[src/rtl/raytrace_pkg.sv]
// Shared types and constants for the ray-generation pipeline.
package raytrace_pkg;

  // Q16.16 fixed-point format used by every coordinate lane.
  localparam int unsigned FRAC        = 16;
  localparam int unsigned LANE_W      = 32;
  localparam int unsigned VEC3_W      = 3 * LANE_W;

  // Ray bus layout: origin in the low half, direction in the high half.
  localparam int unsigned RAY_ORG_LSB = 0;
  localparam int unsigned RAY_DIR_LSB = VEC3_W;
  localparam int unsigned RAY_W       = 2 * VEC3_W;

  // x occupies the least-significant lane, z the most-significant.
  typedef struct packed {
    logic signed [LANE_W-1:0] z;
    logic signed [LANE_W-1:0] y;
    logic signed [LANE_W-1:0] x;
  } vec3_t;

  typedef enum logic [1:0] {
    IDLE = 2'd0,
    RUN  = 2'd1,
    DONE = 2'd2
  } raygen_state_t;

  // Per-lane 32-bit two's-complement add; carries wrap within each lane.
  function automatic vec3_t vec3_add(input vec3_t a, input vec3_t b);
    vec3_t r;
    r.x = a.x + b.x;
    r.y = a.y + b.y;
    r.z = a.z + b.z;
    return r;
  endfunction

endpackage

[src/rtl/vec3_acc.sv]
// Registered 3-lane accumulator: load replaces the value, add steps it by i_inc.
module vec3_acc
  import raytrace_pkg::*;
(
  input  logic  i_clk,
  input  logic  i_rstn,
  input  logic  i_load,
  input  vec3_t i_load_val,
  input  logic  i_add,
  input  vec3_t i_inc,
  output vec3_t o_acc
);

  vec3_t acc_q;
  vec3_t acc_d;

  // Load has priority over add; otherwise hold.
  always_comb begin
    acc_d = acc_q;
    if (i_load) begin
      acc_d = i_load_val;
    end else if (i_add) begin
      acc_d = vec3_add(acc_q, i_inc);
    end
  end

  // Accumulator register with synchronous clear.
  always_ff @(posedge i_clk) begin
    if (!i_rstn) begin
      acc_q <= '0;
    end else begin
      acc_q <= acc_d;
    end
  end

  assign o_acc = acc_q;

endmodule

[src/rtl/ray_gen.sv]
// Camera ray generator: walks a width x height pixel grid and emits one
// {direction, origin} ray per pixel over a valid/ready handshake.
// Directions are built incrementally (dir += du along a row, rowdir += dv
// per row) so no multipliers are needed.
// Optional feature: define RAYGEN_ABORT_EN to add i_abort, which ends a
// running frame early with a normal o_done pulse.
module ray_gen
  import raytrace_pkg::*;
#(
  parameter int unsigned DIM_W = 16,
  parameter int unsigned FRAC  = 16
) (
  input  logic               i_clk,
  input  logic               i_rstn,
  input  logic               i_start,
  input  logic [95:0]        i_eye,
  input  logic [95:0]        i_ll,
  input  logic [95:0]        i_du,
  input  logic [95:0]        i_dv,
  input  logic [DIM_W-1:0]   i_width,
  input  logic [DIM_W-1:0]   i_height,
  output logic [191:0]       o_ray,
  output logic               o_valid,
  input  logic               i_ready,
  output logic [DIM_W-1:0]   o_px,
  output logic [DIM_W-1:0]   o_py,
  output logic               o_last,
  output logic               o_busy,
  output logic               o_done
`ifdef RAYGEN_ABORT_EN
  ,
  input  logic               i_abort
`endif
);

  // FRAC only documents the coordinate format; the datapath is plain
  // integer addition and works for any binary point position.
  if (FRAC != raytrace_pkg::FRAC) begin : g_nonstd_frac
  end

  raygen_state_t state_q, state_d;

  vec3_t            eye_q, eye_d;
  vec3_t            du_q, du_d;
  vec3_t            dv_q, dv_d;
  logic [DIM_W-1:0] width_q, width_d;
  logic [DIM_W-1:0] height_q, height_d;
  logic [DIM_W-1:0] px_q, px_d;
  logic [DIM_W-1:0] py_q, py_d;
  logic             valid_q, valid_d;
  logic             last_q, last_d;
  logic             busy_q, busy_d;
  logic             done_q, done_d;

  vec3_t dir_q;
  vec3_t row_q;
  logic  dir_load, dir_add;
  vec3_t dir_load_val;
  logic  row_load, row_add;
  vec3_t row_step_c;
  logic  abort_req;

`ifdef RAYGEN_ABORT_EN
  assign abort_req = i_abort;
`else
  assign abort_req = 1'b0;
`endif

  // Direction of the first pixel of the next row.
  assign row_step_c = vec3_add(row_q, dv_q);

  // Next-state, counter and accumulator control.
  always_comb begin
    state_d      = state_q;
    eye_d        = eye_q;
    du_d         = du_q;
    dv_d         = dv_q;
    width_d      = width_q;
    height_d     = height_q;
    px_d         = px_q;
    py_d         = py_q;
    dir_load     = 1'b0;
    dir_add      = 1'b0;
    dir_load_val = vec3_t'(i_ll);
    row_load     = 1'b0;
    row_add      = 1'b0;

    unique case (state_q)
      IDLE: begin
        if (i_start) begin
          eye_d    = vec3_t'(i_eye);
          du_d     = vec3_t'(i_du);
          dv_d     = vec3_t'(i_dv);
          width_d  = i_width;
          height_d = i_height;
          px_d     = '0;
          py_d     = '0;
          if ((i_width == '0) || (i_height == '0)) begin
            state_d = DONE;
          end else begin
            state_d  = RUN;
            dir_load = 1'b1;
            row_load = 1'b1;
          end
        end
      end

      RUN: begin
        if (valid_q && i_ready) begin
          if (px_q != (width_q - DIM_W'(1))) begin
            // Step along the row.
            px_d    = px_q + DIM_W'(1);
            dir_add = 1'b1;
          end else if (py_q != (height_q - DIM_W'(1))) begin
            // Wrap to the start of the next row without a bubble.
            px_d         = '0;
            py_d         = py_q + DIM_W'(1);
            row_add      = 1'b1;
            dir_load     = 1'b1;
            dir_load_val = row_step_c;
          end else begin
            state_d = DONE;
          end
        end
        if (abort_req) begin
          state_d = DONE;
        end
      end

      DONE: begin
        state_d = IDLE;
      end

      default: begin
        state_d = IDLE;
      end
    endcase

    // Output flags registered from the upcoming state.
    valid_d = (state_d == RUN);
    busy_d  = (state_d != IDLE);
    done_d  = (state_d == DONE);
    last_d  = valid_d && (px_d == (width_d - DIM_W'(1))) &&
              (py_d == (height_d - DIM_W'(1)));
  end

  // State, latched frame parameters, counters and output flags.
  always_ff @(posedge i_clk) begin
    if (!i_rstn) begin
      state_q  <= IDLE;
      eye_q    <= '0;
      du_q     <= '0;
      dv_q     <= '0;
      width_q  <= '0;
      height_q <= '0;
      px_q     <= '0;
      py_q     <= '0;
      valid_q  <= 1'b0;
      last_q   <= 1'b0;
      busy_q   <= 1'b0;
      done_q   <= 1'b0;
    end else begin
      state_q  <= state_d;
      eye_q    <= eye_d;
      du_q     <= du_d;
      dv_q     <= dv_d;
      width_q  <= width_d;
      height_q <= height_d;
      px_q     <= px_d;
      py_q     <= py_d;
      valid_q  <= valid_d;
      last_q   <= last_d;
      busy_q   <= busy_d;
      done_q   <= done_d;
    end
  end

  // Current ray direction.
  vec3_acc u_dir_acc (
    .i_clk      (i_clk),
    .i_rstn     (i_rstn),
    .i_load     (dir_load),
    .i_load_val (dir_load_val),
    .i_add      (dir_add),
    .i_inc      (du_q),
    .o_acc      (dir_q)
  );

  // Direction of the first pixel of the current row.
  vec3_acc u_row_acc (
    .i_clk      (i_clk),
    .i_rstn     (i_rstn),
    .i_load     (row_load),
    .i_load_val (vec3_t'(i_ll)),
    .i_add      (row_add),
    .i_inc      (dv_q),
    .o_acc      (row_q)
  );

  assign o_ray[RAY_DIR_LSB +: VEC3_W] = dir_q;
  assign o_ray[RAY_ORG_LSB +: VEC3_W] = eye_q;
  assign o_valid = valid_q;
  assign o_px    = px_q;
  assign o_py    = py_q;
  assign o_last  = last_q;
  assign o_busy  = busy_q;
  assign o_done  = done_q;

endmodule

[config.mk]
export PLATFORM = sky130hd
export DESIGN_NAME = ray_gen
export DESIGN_NICKNAME = d
export VERILOG_FILES = /design/src/rtl/raytrace_pkg.sv /design/src/rtl/vec3_acc.sv /design/src/rtl/ray_gen.sv
export SDC_FILE = /design/constraint.sdc
export NUM_CORES = 2
export LEC_CHECK = 0
export CORE_AREA = 8 8 246 248
export CTS_BUF_LIST = sky130_fd_sc_hd__clkbuf_4 sky130_fd_sc_hd__clkbuf_8 sky130_fd_sc_hd__clkbuf_16
export DETAILED_ROUTE_END_ITERATION = 8
export DIE_AREA = 0 0 254 256
export DONT_BUFFER_PORTS = 1
export PLACE_DENSITY = 0.74
export SLEW_MARGIN = 10
export SYNTH_ARGS = -nofsm -noshare
export SYNTH_HDL_FRONTEND = slang
export SYNTH_SLANG_ARGS = --single-unit
[constraint.sdc]
create_clock -name i_clk -period 9.7 [get_ports i_clk]
set_input_delay 2.91 -clock i_clk [delete_from_list [all_inputs] [get_ports i_clk]]
set_output_delay 2.91 -clock i_clk [all_outputs]
set_load 0.01 [all_outputs]
==> run metrics <==
outcome=finished, final reports clean; Pre-Repair DR Iteration Count=6; most frequent cells in the layout=nand2_1, a21oi_1, dfxtp_1; IO Port Bufs=0; final std cells w/o fill=5003; TritonCTS Buffers=61; Worst Hold Class=reg -> reg; Yosys cell types=92; worst hold start=du_q[57]; crit path DAT=7.73 ns; first-pass GRT wire length=188500 um; Post-DP HPWL=95820 um; Routed Antenna Nets=0; CTS sink cnt=550; Final Util=0.6210; Remaining Overflow, GRT=0; Cell Rows=88; postcts setup bufs=0; Synth area leader=dfxtp_1; Crit Path Max Fanout=32; max cap viols=0; Reg2Reg Setup Slack=3.44 ns; P per Cell Area=176.5 nW/um2; post-layout net count=4770; Setup CP Type=in -> reg; fmax=139.7 MHz; I/O pins=648; Final Hold Viols=0; Worst slew margin=0.3131; post-synth top area share=0.3364; #FFs+latches synth=550; clk_lat worst skew=0.64 ns; required time worst endpoint=10.27 ns; Die Area=65020 um2; setup violators final=0; # hold bufs at CTS=0; Startpoint Class=input port; die width=254 um; vias in the first global route=30470; R2R depth=17; skew final=0.02456 ns; Crit. End Element=register; Cell Int Power=4359 uW; clock-pin slew on the worst setup and hold paths=0.06 ns; Clock Power Share=0.415; crit path time final=7.158 ns; Synth warnings=0; area grow syn2layout=7.787%; synthesized area=32730 um2; share of power burned in registers=0.416; Synth area leaders=dfxtp_1, nand2_1, a21oi_1; Vias/cell=6.422; crit path from=i_start; Seq/Total Area, Yosys=0.3364; combinational fraction of design power=0.169; switch share=0.2998; RSZ-0062 raised after global routing=no; Worst Tran Pin Value=1.030 ns; Avg Inst Size Synth=7.578 um2; CORE AREA=56810 um2; worst reg2reg path endpoint=u_dir_acc.o_acc[34]; commonest non-fill, non-tap cell in the layout=nand2_1; Clock Path Buffers=3; # fillers=5318; Worst Setup EP=o_last; Hold Path Cell Cnt=2; share of cells above drive strength 1=0.04901; RePlAce Congestion=1.004; Starting Density=0.5761; Post-synth ARST share=0; storage element area=11010 um2; initial antenna violation count=37; Root Buffer=clkbuf_16; Final period util=0.7379; total track usage=0.3713; Worst VDD drop=194.0 uV; largest net degree at the start of global routing=199; Final TNS setup=0 ns; multi-input logic area=20430 um2; CTS tree=done; die height=256 um; Placed Cells incl. Taps=4854; Post-Syn Instances=4319; ys flop type=dfxtp_1; origin of the critical flop-to-flop path=height_q[0]; max-slew violations=0; H-tree depth=2; routed wire length=127700 um; DR iter-0 viols=3024; number of remaining DRC errors=0; # resized after CTS=0; synthesized net count=4937; Post-synth EDFFs=0; sw power=1866 uW; vias post-DR=32130; leakage power=0.01419 uW; drt wl/cell=25.52 um
## layout make-up
type | instances | area share
multi-input combinational | 3435 | 0.5791
timing repair buffer | 33 | 0.007731
clock buffer | 89 | 0.05309
sequential | 550 | 0.3121
clock inverter | 25 | 0.01060
inverter | 71 | 0.007767
antenna | 35 | 0.002483
tap | 765 | 0.02713
## registers in the layout, indices dropped and copies added (netlist names)
name	count
o_busy	1
du_q	96
u_dir_acc.o_acc	96
o_py	16
dv_q	96
o_valid	1
o_ray	96
state_q	2
o_last	1
width_q	16
u_row_acc.o_acc	96
o_done	1
height_q	16
o_px	16
## power groups by stage
stage                     combinational (uW)  clock (uW)  sequential (uW)
after floorplan                          816           0             2550
after global placement                  1020           0             2630
after detailed placement                1030           0             2630
after CTS                               1040        2600             2590
after global routing                    1160        2690             2600
final                                   1060        2580             2590
## critical path, cell delays in order
cell and delay, ns:
nor3b_2 0.29, buf_4 0.45, nor2_1 0.08, a21oi_1 0.32, ha_1 0.47, or4b_2 0.64
a211oi_1 0.18, o21ai_0 0.10, nor3_1 0.51, nor2_1 0.12, a21oi_1 0.19, nand4_1 0.10
a221oi_1 0.31, and3_1 0.21, o2111a_1 0.16, nand4_1 0.09, nor4_1 0.33, and4_1 0.22
## per-layer routing
metal	vias to the layer above	part of all wire	track usage
li1	15040	-	-
met5	-	0.0012	0
met4	20	0.060	0.2188
met3	368	0.11	0.1198
met1	15120	0.37	0.4298
met2	1583	0.46	0.5946
## per-stage QoR
stage | hold WS, ns | worst slack [ns] | power [uW] | instance area, um2
floorplan | 0.4356 | 0.9156 | 3362 | 32730
global placement | 0.4453 | 2.190 | 3648 | 32950
detailed placement | 0.4512 | 2.080 | 3663 | 32950
CTS | 0.4595 | 2.720 | 6223 | 35190
global route | 0.4775 | 2.310 | 6446 | 35250
finish | 0.4554 | 2.542 | 6226 | 35280
## how the worst min path moves through the flow
stage and endpoint:
2_1_floorplan u_row_acc.o_acc[74], 3_3_place_gp u_row_acc.o_acc[80], 3_5_place_dp du_q[91], 4_1_cts du_q[91], 5_1_grt du_q[42], 6_report du_q[57]
## cells in the mapped netlist, drive strengths merged, types with 27 or more instances
cell,number
xor2,94
a31oi,52
ha,192
nor2,259
clkbuf,200
o21a,35
nor3,73
inv,70
o21ai,231
a21oi,638
nand3,69
a211oi,38
nor2b,36
nand2,901
nor4,32
nand2b,36
xnor2,157
buf,63
a22oi,58
nand4,27
o211ai,44
a21o,84
dfxtp,550
and3,29
## kinds of logic after synthesis
family	share of synthesized area
AOI/OAI and AO/OA	0.2548
xor gates and xnor gates	0.06716
adders and majority gates	0.07706
buffers and inverters	0.04132
and+or+nand+nor	0.2132
muxes	0.01009
DFF	0.3364
No activity file was read; power rests on OpenSTA's default activity.
